## config.mk

```make
export PLATFORM = sky130hd
export DESIGN_NAME = instruction_fetch
export DESIGN_NICKNAME = d
export VERILOG_FILES = /design/src/rtl/instruction_fetch_pkg.sv /design/src/rtl/instruction_fetch_pc_register.sv /design/src/rtl/instruction_fetch.sv
export SDC_FILE = /design/constraint.sdc
export NUM_CORES = 1
export LEC_CHECK = 0
export ABC_AREA = 1
export BUFFER_PORTS_ARGS = -buffer_cell sky130_fd_sc_hd__buf_2
export CORE_MARGIN = 1.5
export CORE_UTILIZATION = 57
export CTS_CLUSTER_SIZE = 30
export DETAILED_ROUTE_END_ITERATION = 6
export PLACE_DENSITY = 0.87
export SLEW_MARGIN = 10
export SYNTH_ARGS = -nofsm -noshare
export SYNTH_HDL_FRONTEND = slang
export SYNTH_SLANG_ARGS = --single-unit
```

## constraint.sdc

```tcl
create_clock -name clock -period 3.69 [get_ports clock]
set_input_delay 0.738 -clock clock [delete_from_list [all_inputs] [get_ports clock]]
set_output_delay 0.738 -clock clock [all_outputs]
set_load 0.05 [all_outputs]
```

## src/rtl/instruction_fetch_pkg.sv

```systemverilog
// Shared definitions for the fetch stage: word type, defaults, FSM encoding and
// stall-vector bit positions used by the pipeline controller.
package instruction_fetch_pkg;

    localparam int unsigned WORD_WIDTH = 32;

    typedef logic [WORD_WIDTH-1:0] word_t;

    localparam word_t NOP_WORD_DEFAULT = 32'h0000_0000;
    localparam word_t RESET_PC_DEFAULT = 32'h0000_0000;

    // Bit positions inside the controller's stall vector.
    localparam int unsigned STALL_FETCH_IDX     = 0;
    localparam int unsigned STALL_DECODE_IDX    = 1;
    localparam int unsigned STALL_EXECUTE_IDX   = 2;
    localparam int unsigned STALL_MEMORY_IDX    = 3;
    localparam int unsigned STALL_WRITEBACK_IDX = 4;
    localparam int unsigned STALL_WIDTH         = 5;

    typedef enum logic {
        FETCH_BOOT = 1'b0,
        FETCH_RUN  = 1'b1
    } fetch_state_t;

    function automatic word_t seq_pc(word_t pc);
        return pc + 32'd4;
    endfunction

endpackage

```

## src/rtl/instruction_fetch_pc_register.sv

```systemverilog
// Program counter with the pending-redirect latch that remembers a branch
// resolved while fetch was stalled, and the next-PC priority mux.
module pc_register
    import instruction_fetch_pkg::*;
#(
    parameter word_t RESET_PC = RESET_PC_DEFAULT
) (
    input  logic  clock,
    input  logic  reset,
    input  logic  run,
    input  logic  stall,
    input  logic  flush,
    input  word_t flush_pc,
    input  logic  branch_flag,
    input  word_t branch_target,
    output word_t pc
);

    word_t pc_q, pc_d;
    word_t pending_target_q, pending_target_d;
    logic  pending_valid_q, pending_valid_d;

    always_comb begin
        pc_d             = pc_q;
        pending_target_d = pending_target_q;
        pending_valid_d  = pending_valid_q;
        if (run) begin
            if (flush) begin
                pc_d            = flush_pc;
                pending_valid_d = 1'b0;
            end else if (stall) begin
                if (branch_flag) begin
                    pending_target_d = branch_target;
                    pending_valid_d  = 1'b1;
                end
            end else begin
                // A fresh branch outranks an older pending one; either way pending is consumed.
                if (branch_flag) begin
                    pc_d = branch_target;
                end else if (pending_valid_q) begin
                    pc_d = pending_target_q;
                end else begin
                    pc_d = seq_pc(pc_q);
                end
                pending_valid_d = 1'b0;
            end
        end
    end

    always_ff @(posedge clock or negedge reset) begin
        if (!reset) begin
            pc_q             <= RESET_PC;
            pending_target_q <= '0;
            pending_valid_q  <= 1'b0;
        end else begin
            pc_q             <= pc_d;
            pending_target_q <= pending_target_d;
            pending_valid_q  <= pending_valid_d;
        end
    end

    assign pc = pc_q;

endmodule

```

## src/rtl/instruction_fetch.sv

```systemverilog
// MIPS fetch stage: boot/run FSM, instruction ROM interface and the IF/ID
// pipeline register; the PC itself lives in pc_register.
module instruction_fetch
    import instruction_fetch_pkg::*;
#(
    parameter word_t RESET_PC = RESET_PC_DEFAULT,
    parameter word_t NOP_WORD = NOP_WORD_DEFAULT
) (
    input  logic        clock,
    input  logic        reset,
    input  logic        stall_fetch,
    input  logic        stall_decode,
    input  logic        flush,
    input  logic [31:0] flush_pc,
    input  logic        branch_flag,
    input  logic [31:0] branch_target,
    output logic        rom_enable,
    output logic [31:0] rom_address,
    input  logic [31:0] rom_data,
    output logic [31:0] id_pc,
    output logic [31:0] id_instruction,
    output logic        id_valid
);

    fetch_state_t state_q, state_d;
    word_t        id_pc_q, id_pc_d;
    word_t        id_instruction_q, id_instruction_d;
    logic         id_valid_q, id_valid_d;
    word_t        pc;

    pc_register #(
        .RESET_PC(RESET_PC)
    ) u_pc_register (
        .clock        (clock),
        .reset        (reset),
        .run          (state_q == FETCH_RUN),
        .stall        (stall_fetch),
        .flush        (flush),
        .flush_pc     (flush_pc),
        .branch_flag  (branch_flag),
        .branch_target(branch_target),
        .pc           (pc)
    );

    always_comb begin
        state_d          = state_q;
        id_pc_d          = id_pc_q;
        id_instruction_d = id_instruction_q;
        id_valid_d       = id_valid_q;
        case (state_q)
            FETCH_BOOT: begin
                state_d = FETCH_RUN;
            end
            default: begin
                if (flush || (stall_fetch && !stall_decode)) begin
                    id_pc_d          = '0;
                    id_instruction_d = NOP_WORD;
                    id_valid_d       = 1'b0;
                end else if (!stall_fetch) begin
                    // The delay-slot word is always committed; redirects only steer the PC.
                    id_pc_d          = pc;
                    id_instruction_d = rom_data;
                    id_valid_d       = 1'b1;
                end
            end
        endcase
    end

    always_ff @(posedge clock or negedge reset) begin
        if (!reset) begin
            state_q          <= FETCH_BOOT;
            id_pc_q          <= '0;
            id_instruction_q <= NOP_WORD;
            id_valid_q       <= 1'b0;
        end else begin
            state_q          <= state_d;
            id_pc_q          <= id_pc_d;
            id_instruction_q <= id_instruction_d;
            id_valid_q       <= id_valid_d;
        end
    end

    assign rom_enable     = (state_q == FETCH_RUN);
    assign rom_address    = pc;
    assign id_pc          = id_pc_q;
    assign id_instruction = id_instruction_q;
    assign id_valid       = id_valid_q;

endmodule

```

==> impl_metrics.py <==
metrics = {
    "power_and_ir_drop": {
        "comb_power_share_pct": 25.7,
        "power.density_nw_per_um2": 571.0,
        "seq_power_share_pct": 37.1,
        "p_leak_nw": 4.412,
        "peakVddDrop_v": 0.0002826,
        "p_int_w": 0.003105,
        "netSwitchingPower_w": 0.001723,
        "sw_frac_of_total_pct": 35.69,
        "clkPwrFrac_pct": 37.3,
    },
    "clocking": {
        "htree_levels": 4,
        "clk_path_buf_depth": 2,
        "cts.repair.resized": 0,
        "hold_buffers": 0,
        "tritoncts": "yes",
        "cts_setup_buffers": 0,
        "cts.sinks": 131,
        "clk_pin_slew_ns": 0.06,
        "clock_latency_ns": 0.42,
        "cts_made_buffers": 17,
        "cts_root_buffer": "clkbuf_16",
    },
    "sta": {
        "tightest_slew_ns": 0.8643,
        "post-route-period-util_pct": 67.45,
        "rsz0062_at_grt": "no",
        "finalHoldViolCount": 0,
        "slew_viol_final": 0,
        "fmax_mhz": 401.8,
        "finClkSkew_ns": 0.01008,
        "slew_headroom_pct": 42.17,
        "min_period_ns": 2.489,
        "setup_viol": 0,
        "timing.setup.tns_ns": 0,
    },
    "floorplan": {
        "num_io_pins": 200,
        "initial_core_util_pct": 59.30,
        "die-height_um": 112.9,
        "core_area_um2": 11610,
        "rows": 39,
        "dieArea_um2": 12750,
        "die_w_um": 112.9,
    },
    "detailed_routing": {
        "vias_per_cell": 5.539,
        "drtIter0Drc": 748,
        "detail-route-antenna-nets": 0,
        "dr.pass1.iters": 6,
        "routed_wl_um": 19580,
        "wl_per_cell_um": 16.11,
        "via_count": 6730,
        "drc": 0,
    },
    "placed_design": {
        "placedCellCount": 1183,
        "hpwl_um": 13790,
        "placed_area_um2": 7823,
        "globalplace.congestion": 0.9459,
        "io_buffers": 199,
    },
    "global_routing": {
        "grt_pass1_vias": 6300,
        "grt-ovfl-total": 0,
        "antenna_found_initial": 1,
        "grt_first_pass_wirelength_um": 31060,
        "track_usage_pct": 31.22,
        "grt_max_degree": 98,
    },
    "worst_setup_path": {
        "worst_path_most_repeated_cell": "inv_1",
        "end_kind": "register",
        "crit_arrival_ns": 2.82,
        "crit_family": "buffers and inverters",
        "crit_buf_inv": 2,
        "critPathKind": "reg2reg",
        "critPathLaunch": "u_pc_register.pending_valid_q",
        "critPathMaxFanout": 22,
        "slowest_stage": "dfrtp_1",
        "cp_slowest_stage_delay_ns": 0.74,
        "cp.required_ns": 4.02,
        "cp_cell_sequence": "inv_1 > nor2_4 > inv_1 > o21ai_0 > nor2_1 > o22ai_1",
        "r2r-start": "u_pc_register.pending_valid_q",
        "start_kind": "register",
    },
    "final_layout": {
        "fin_nets": 1162,
        "n_fill_cell": 879,
        "utilization_pct": 72.81,
        "seq_area_um2": 3278,
        "drive_above_1_share_pct": 24.84,
        "fin_area_um2": 8456,
        "multi_input_area_um2": 2776,
        "areaGrowthSynthToFinish_pct": 22.78,
        "final_cells": 1215,
    },
    "synthesis": {
        "ys.flop_type": "dfrtp_1",
        "netlist_area_um2": 6887,
        "synth.avg_cell_area_um2": 7.835,
        "ys_seq_area_share_pct": 47.60,
        "synth_largest_area_cell": "dfrtp_1",
        "syn_inst": 879,
        "synth_top_cell_area_share_pct": 47.60,
        "yosysWarningCount": 0,
        "synth_seq_cells": 131,
        "synth-async-reset-ratio_pct": 100.0,
        "yosys-top-cells-area": "dfrtp_1 48%, nand2_1 9.4%, inv_1 7.6%",
        "synth_edf_count": 0,
        "synth_cell_type_count": 38,
        "synth_fp_nets": 982,
    },
    "outcome": {
        "status": "complete, no violations",
    },
    "flow_run": {
        "maxCapViolations": 0,
    },
    "worst_hold_path": {
        "hold_path.class": "in2async",
    },
}
[synthesized netlist by cell type, types with 2 or more instances]
cell            count
dlymetal6s2s_1      2
nor2_4              6
buf_1               3
nor2_1            103
dfrtp_1           131
nand3_1            69
buf_2              16
a22oi_1             4
o22ai_1            35
nand2_1           172
nand2_2             4
nand2_4             3
nor2_8              2
inv_1             139
a221oi_1           10
clkbuf_8            5
mux2_2              7
nor2_2              3
buf_6               6
o2111ai_1           2
buf_4               2
a21oi_1            61
clkbuf_1           10
o21ai_1             7
o211ai_1           14
o21ai_0            51
[power by group through the flow]
stage | Combinational, W | Sequential, W | Clock (W)
detailed placement | 0.00122 | 0.00181 | 0
CTS | 0.00123 | 0.00178 | 0.00182
floorplan | 0.000456 | 0.00221 | 0
global route | 0.00133 | 0.00181 | 0.00188
finish | 0.00124 | 0.00179 | 0.00180
global placement | 0.00120 | 0.00179 | 0
[area by class of cell]
cell class,count,share of cell area (%)
multi-input cells,563,32.84
flip-flops and latches,131,38.77
repair buffers,206,12.58
diodes,1,0.02959
clock buffers,19,5.357
well taps,143,2.116
clock inverters,12,2.101
inverters,140,6.215
[state kept, by name, summed over array words and instances, names as in the netlist]
name	count
u_pc_register.pending_target_q	32
id_instruction	32
rom_enable	1
id_pc	32
id_valid	1
u_pc_register.pc	32
u_pc_register.pending_valid_q	1
[placed cells by master (no fill, tap or decap), types with 3 or more instances in the layout]
master	count
clkbuf_16	17
nor2_4	6
o22ai_1	35
o21ai_0	51
nand3_1	68
o21ai_1	7
nor2_1	103
a221oi_1	10
nand2_1	172
buf_2	198
nand2_4	3
a21oi_1	61
o211ai_1	14
bufinv_16	4
nand2_2	4
a22oi_1	4
buf_4	7
dfrtp_1	131
nor2_2	3
inv_1	139
clkinv_2	3
mux2_2	7
[worst paths after layout]
| path | end | slack, ns | cells after the start |
|---|---|---|---|
| worst max-delay path | u_pc_register.pc[8] | 1.20 | 6 |
| worst min-delay path | id_pc[18] | 0.44 | 1 |
| worst max register to register | u_pc_register.pc[8] | 1.20 | 6 |
| worst min register to register | u_pc_register.pending_target_q[3] | 0.50 | 2 |
| max in group asynchronous | u_pc_register.pc[7] | 2.35 | 2 |
| min in group clock | u_pc_register.pending_target_q[3] | 0.50 | 2 |
[per-layer routing]
| layer | track usage [%] | part of all wire [%] | vias to the layer above |
|---|---|---|---|
| met3 | 8.034 | 11 | 48 |
| met4 | 12.17 | 2.9 | 0 |
| met2 | 49.88 | 45 | 445 |
| met5 | 0 | 0 | - |
| met1 | 41.28 | 41 | 3033 |
| li1 | - | - | 3204 |
[logic make-up after synthesis]
| group | synth area share, % |
|---|---|
| buffers and inverters | 12.17 |
| AOI/OAI and AO/OA | 15.77 |
| DFF | 47.60 |
| xor gates and xnor gates | 0.1272 |
| and+or+nand+nor | 22.95 |
| muxes | 1.145 |
| adders and majority gates | 0.1817 |
| other | 0.05445 |
[stage by stage]
step	total power [W]	setup slack [ns]	hold slack, ns
finish	0.004828	1.201	0.4396
global route	0.005027	0.9951	0.5074
CTS	0.004830	1.302	0.4637
detailed placement	0.003023	0.9934	0.4758
global placement	0.002996	1.095	0.4718
floorplan	0.002664	1.785	0.4424
(Power assumes the default switching activity.)
